**config.mk**
```make
export PLATFORM = sky130hd
export DESIGN_NAME = spu_fetch
export DESIGN_NICKNAME = d
export VERILOG_FILES = /design/src/rtl/spu_fetch.sv
export SDC_FILE = /design/constraint.sdc
export NUM_CORES = 1
export LEC_CHECK = 0
export ABC_CLOCK_PERIOD_IN_PS = 3800
export CAP_MARGIN = 5
export CORE_MARGIN = 2
export CORE_UTILIZATION = 57
export CTS_BUF_LIST = sky130_fd_sc_hd__clkbuf_8
export DETAILED_ROUTE_END_ITERATION = 12
export HOLD_SLACK_MARGIN = 0.02
export PLACE_DENSITY = 0.84
export SKIP_CTS_REPAIR_TIMING = 1
export SLEW_MARGIN = 20
export SYNTH_ARGS = -nofsm -noshare
export SYNTH_HDL_FRONTEND = slang
export SYNTH_SLANG_ARGS = --single-unit
```
**constraint.sdc**
```tcl
create_clock -name clk -period 3.8 [get_ports clk]
set_clock_uncertainty 0.15 [all_clocks]
set_input_delay 0.76 -clock clk [delete_from_list [all_inputs] [get_ports clk]]
set_output_delay 0.76 -clock clk [all_outputs]
set_load 0.02 [all_outputs]
```
**src/rtl/spu_fetch.sv**
```systemverilog
// spu_fetch: instruction fetch stage for the dual-issue SPU pipeline.
// Keeps the 8-bit PC, fetches aligned instruction pairs into a small prefetch
// buffer and applies branch redirects from the branch unit's WB register.
// Optional build macro SPU_FETCH_PERF_EN adds three saturating perf counters.
module spu_fetch #(
    parameter int unsigned DEPTH    = 4,
    parameter logic [7:0]  RESET_PC = 8'h00
) (
    input  logic        clk,
    input  logic        reset,
    output logic        imem_req,
    output logic [7:0]  imem_addr,
    input  logic [0:63] imem_data,
    input  logic        branch_taken,
    input  logic [7:0]  pc_wb,
    output logic        out_valid,
    input  logic        out_ready,
    output logic [0:31] inst0,
    output logic [0:31] inst1,
    output logic        slot0_valid,
    output logic [7:0]  pc_out,
    output logic        first
`ifdef SPU_FETCH_PERF_EN
    ,
    output logic [15:0] perf_redirects,
    output logic [15:0] perf_stall_cycles,
    output logic [15:0] perf_empty_cycles
`endif
);

    localparam int unsigned PTR_W = (DEPTH > 1) ? $clog2(DEPTH) : 1;
    localparam int unsigned CNT_W = $clog2(DEPTH + 1);

    logic [7:0]       pc_q;
    logic [PTR_W-1:0] rd_ptr_q, wr_ptr_q;
    logic [CNT_W-1:0] count_q;
    logic             inflight_q;
    logic             discard_q;
    logic [7:0]       req_pc_q;
    logic             req_odd_q;

    logic [0:63]      buf_data [DEPTH];
    logic [7:0]       buf_pc   [DEPTH];
    logic             buf_odd  [DEPTH];

    logic             credit_ok;
    logic             issue;
    logic             push;
    logic             pop;
    logic             show_head;
    logic [7:0]       pc_even;

    // Issue/push/pop decisions and head outputs
    always_comb begin
        pc_even   = {pc_q[7:1], 1'b0};
        // Credit counts buffered entries plus the pair still on its way back
        credit_ok = (32'(count_q) + 32'(inflight_q)) < DEPTH;
        issue     = !reset && !branch_taken && credit_ok;
        push      = inflight_q && !discard_q && !branch_taken;
        show_head = !reset && (count_q != '0);
        out_valid = show_head && !branch_taken;
        pop       = out_valid && out_ready;

        imem_req    = issue;
        imem_addr   = reset ? 8'h00 : pc_even;
        inst0       = '0;
        inst1       = '0;
        pc_out      = '0;
        slot0_valid = 1'b0;
        if (show_head) begin
            inst0       = buf_data[rd_ptr_q][0:31];
            inst1       = buf_data[rd_ptr_q][32:63];
            pc_out      = buf_pc[rd_ptr_q];
            slot0_valid = !buf_odd[rd_ptr_q];
        end
        first = slot0_valid;
    end

    // PC, pointers, occupancy and in-flight tracking
    always_ff @(posedge clk) begin
        if (reset) begin
            pc_q       <= RESET_PC;
            rd_ptr_q   <= '0;
            wr_ptr_q   <= '0;
            count_q    <= '0;
            inflight_q <= 1'b0;
            discard_q  <= 1'b0;
            req_pc_q   <= '0;
            req_odd_q  <= 1'b0;
        end else begin
            inflight_q <= issue;
            // Wrong-path return still on the bus after a redirect is dropped
            discard_q  <= branch_taken && inflight_q;
            if (issue) begin
                req_pc_q  <= pc_even;
                req_odd_q <= pc_q[0];
                pc_q      <= pc_even + 8'd2;
            end
            if (branch_taken) begin
                pc_q     <= pc_wb;
                rd_ptr_q <= '0;
                wr_ptr_q <= '0;
                count_q  <= '0;
            end else begin
                if (push) wr_ptr_q <= wr_ptr_q + PTR_W'(1);
                if (pop)  rd_ptr_q <= rd_ptr_q + PTR_W'(1);
                case ({push, pop})
                    2'b10:   count_q <= count_q + CNT_W'(1);
                    2'b01:   count_q <= count_q - CNT_W'(1);
                    default: ;
                endcase
            end
        end
    end

    // Buffer storage; contents need no reset since the head is gated by count
    always_ff @(posedge clk) begin
        if (!reset && push) begin
            buf_data[wr_ptr_q] <= imem_data;
            buf_pc[wr_ptr_q]   <= req_pc_q;
            buf_odd[wr_ptr_q]  <= req_odd_q;
        end
    end

`ifdef SPU_FETCH_PERF_EN
    // Saturating performance counters
    always_ff @(posedge clk) begin
        if (reset) begin
            perf_redirects    <= '0;
            perf_stall_cycles <= '0;
            perf_empty_cycles <= '0;
        end else begin
            if (branch_taken && perf_redirects != 16'hFFFF)
                perf_redirects <= perf_redirects + 16'd1;
            if (out_valid && !out_ready && perf_stall_cycles != 16'hFFFF)
                perf_stall_cycles <= perf_stall_cycles + 16'd1;
            if (!out_valid && !branch_taken && perf_empty_cycles != 16'hFFFF)
                perf_empty_cycles <= perf_empty_cycles + 16'd1;
        end
    end
`endif

endmodule

```
==> key figures <==
GRT
  • Vias in the first global route: 6635
  • First-pass GRT wire length: 35700 um
  • Grt total ovfl: 0
  • GRT Overall Usage: 0.212
  • Pin count of the biggest net entering global routing: 55
  • Initial antenna violation count: 0

Power and ir drop
  • Power per cell area: 440 mW/mm^2
  • Comb power frac: 0.034
  • Switch share: 0.201
  • P_int: 5.30 mW
  • Sequential power share: 0.575
  • Psw: 1.34 mW
  • VDD IR-drop max: 0.000277 V
  • LEAKAGE: 4.87 nW
  • Clk pwr share: 0.391

Final layout
  • Ant diodes: 0
  • Post-layout util: 0.720
  • Layout Nets: 889
  • Layout cells sized above 1: 0.190
  • Leading cell types in the layout, fill and taps excluded: edfxtp_1, clkdlybuf4s50_1, mux4_2
  • Commonest non-fill, non-tap cell in the layout: edfxtp_1
  • Layout area overhead: 24.3%
  • Final Cell Area: 0.0151 mm^2

Setup path
  • Worst-path maximum fanout: 32
  • Worst setup SP type: flop
  • CP Capture Type: primary output
  • Worst Path Arrival: 2.69 ns
  • CP Cell Sequence: or3_1 > nand2b_4 > buf_12 > and2b_1 > clkdlybuf4s50_1
  • Max stage delay cell, worst path: clkdlybuf4s50_1
  • Critical path class: flop to primary output
  • Largest stage delay, worst path: 0.53 ns
  • WP data required: 2.89 ns

Routing
  • DRT Wirelength: 23300 um
  • Vias post-DR: 6218
  • Final ANT Viol Nets: 0
  • # DRC: 0
  • Vias per inst: 5.57
  • WL/cell: 20.8 um
  • DRT iter0 DRCs: 367
  • Drt first pass iters: 5

Floorplanning
  • I/O pin total: 160
  • Die X-Extent: 150 um
  • Row cnt: 53
  • Initial Util: 0.579
  • Die area: 0.0225 mm^2
  • Core area: 0.0210 mm^2
  • Height of the die: 150 um

Clock network
  • CTS H-Tree Depth: 2
  • Worst skew pair latency: 0.55 ns
  • Clock Tree Buf Depth: 3
  • Clk slew on worst S/H paths: 0.06 ns
  • Inserted Clock Buffers: 49
  • CTS tree: done
  • Sink Count: 315
  • Root Buffer: clkbuf_8

Synth
  • Syn avg cell area: 19.8 um^2
  • Post-synth cell types: 39
  • Sequential area share after synthesis: 0.757
  • Synth Register Bits: 315
  • Post-Synthesis Cells: 614
  • Synth warn: 0
  • Mapped Area: 0.0121 mm^2

Flow run
  • Max cap viols: 0

Timing
  • Setup TNS: 0 ns
  • Final setup fails: 0
  • Setup slack after layout: 0.202 ns
  • Worst-Margin Slew: 0.570 ns
  • Final Hold Fails: 0
  • Highest clock rate: 278 MHz
  • Hold WS: 0.305 ns
  • Slew HR: 0.619
  • Count of final max-slew check failures: 0
  • RSZ-0062 raised after global routing: false
  • Tcrit/Tclk final: 0.947
  • Post-route minimum period: 3.60 ns

Outcome
  • Status: finished clean

Placed design
  • Dpl hpwl: 14700 um
  • Routability cong.: 0.839
  • Port bufs: 157
  • Placed inst area: 0.0142 mm^2
  • Place WS: 0.263 ns

Min path
  • Min-Delay Path Class: flop to flop
-- critical path, delay by kind of cell, from the launching register on --
kind	cells	cell delay, ns
buffers and inverters	2	0.77
DFF	1	0.35
and+or+nand+nor	3	1.00
-- flip-flops by register name (all words and copies together), names as in the netlist, named ones only --
signal / cells
count_q: 3
buf_pc: 28
buf_data: 256
req_odd_q: 1
rd_ptr_q: 2
wr_ptr_q: 2
buf_odd: 4
pc_q: 8
inflight_q: 1
discard_q: 1
req_pc_q: 7
-- kinds of logic after synthesis --
family          after synthesis  synth area share
flops                       315             0.757
other cells                   1          0.000309
buf+inv                      44            0.0170
simple gates                141            0.0660
fa+ha+maj                     7           0.00783
compound gates               27            0.0132
mux                          74             0.135
xor+xnor                      5           0.00361
-- path summary, 6_finish.rpt --
path | slack, ns | from | depth (start not counted) | endpoint
hold reg to reg | 0.31 | pc_q[0] | 2 | req_odd_q
hold / removal | 0.31 | pc_q[0] | 2 | req_odd_q
setup / recovery | 0.20 | count_q[2] | 5 | inst0[18]
setup reg to reg | 1.38 | count_q[2] | 8 | count_q[2]
-- power groups by stage --
stage,Sequential [mW],Clock (mW),Combinational (mW)
floorplan,3.89,0,0.0822
global placement,3.89,0,0.217
detailed placement,3.89,0,0.228
CTS,3.82,2.65,0.229
global route,3.82,2.79,0.246
finish,3.82,2.59,0.229
-- layout make-up --
| class | instances | area, um^2 |
|---|---|---|
| repair buffers | 175 | 1830 |
| multi-input cells | 256 | 2780 |
| fillers | 1252 | 5860 |
| well taps | 275 | 344 |
| inverters | 9 | 33.8 |
| flip-flops and latches | 315 | 9200 |
| clock buffers | 51 | 702 |
| clock inverters | 36 | 206 |
-- cells in the mapped netlist --
library cell | number | area (um^2)
inv_1 | 9 | 33.8
nor3_4 | 1 | 16.3
buf_1 | 4 | 15.0
xor2_1 | 2 | 17.5
nand2_2 | 1 | 6.26
and2b_1 | 10 | 75.1
or3_1 | 2 | 12.5
a31oi_1 | 2 | 12.5
nor2b_1 | 69 | 432
or2_2 | 1 | 6.26
xnor2_1 | 3 | 26.3
buf_2 | 17 | 85.1
o21ai_0 | 3 | 15.0
o311ai_0 | 2 | 17.5
dfxtp_1 | 27 | 541
ha_1 | 6 | 75.1
a32oi_1 | 1 | 8.76
clkbuf_2 | 1 | 5.00
fa_1 | 1 | 20.0
and3_1 | 6 | 37.5
a22oi_1 | 2 | 15.0
buf_6 | 1 | 11.3
mux2i_1 | 1 | 10.0
a211oi_1 | 1 | 7.51
buf_4 | 3 | 22.5
nand3_1 | 7 | 35.0
mux4_2 | 72 | 1620
clkbuf_1 | 9 | 33.8
nor2_1 | 14 | 52.6
and2_1 | 1 | 6.26
mux2_2 | 1 | 11.3
o2bb2ai_1 | 1 | 8.76
conb_1 | 1 | 3.75
or4_1 | 2 | 15.0
a21oi_1 | 15 | 75.1
edfxtp_1 | 288 | 8650
nand4_1 | 1 | 6.26
nand2b_1 | 1 | 6.26
nand2_1 | 25 | 93.8
-- routing by layer --
metal,GRT usage,up-vias,part of all wire
met5,0,-,0
met1,0.271,3159,0.39
met2,0.362,209,0.52
li1,-,2810,-
met3,0.0537,40,0.073
met4,0.0613,0,0.021
-- stage by stage --
step | power, mW | std cells
after global routing | 6.85 | 1117
after global placement | 4.10 | 1030
after CTS | 6.69 | 1117
after floorplan | 3.97 | 615
after detailed placement | 4.12 | 1030
final | 6.64 | 1117
No activity file was read; power rests on OpenSTA's default activity.
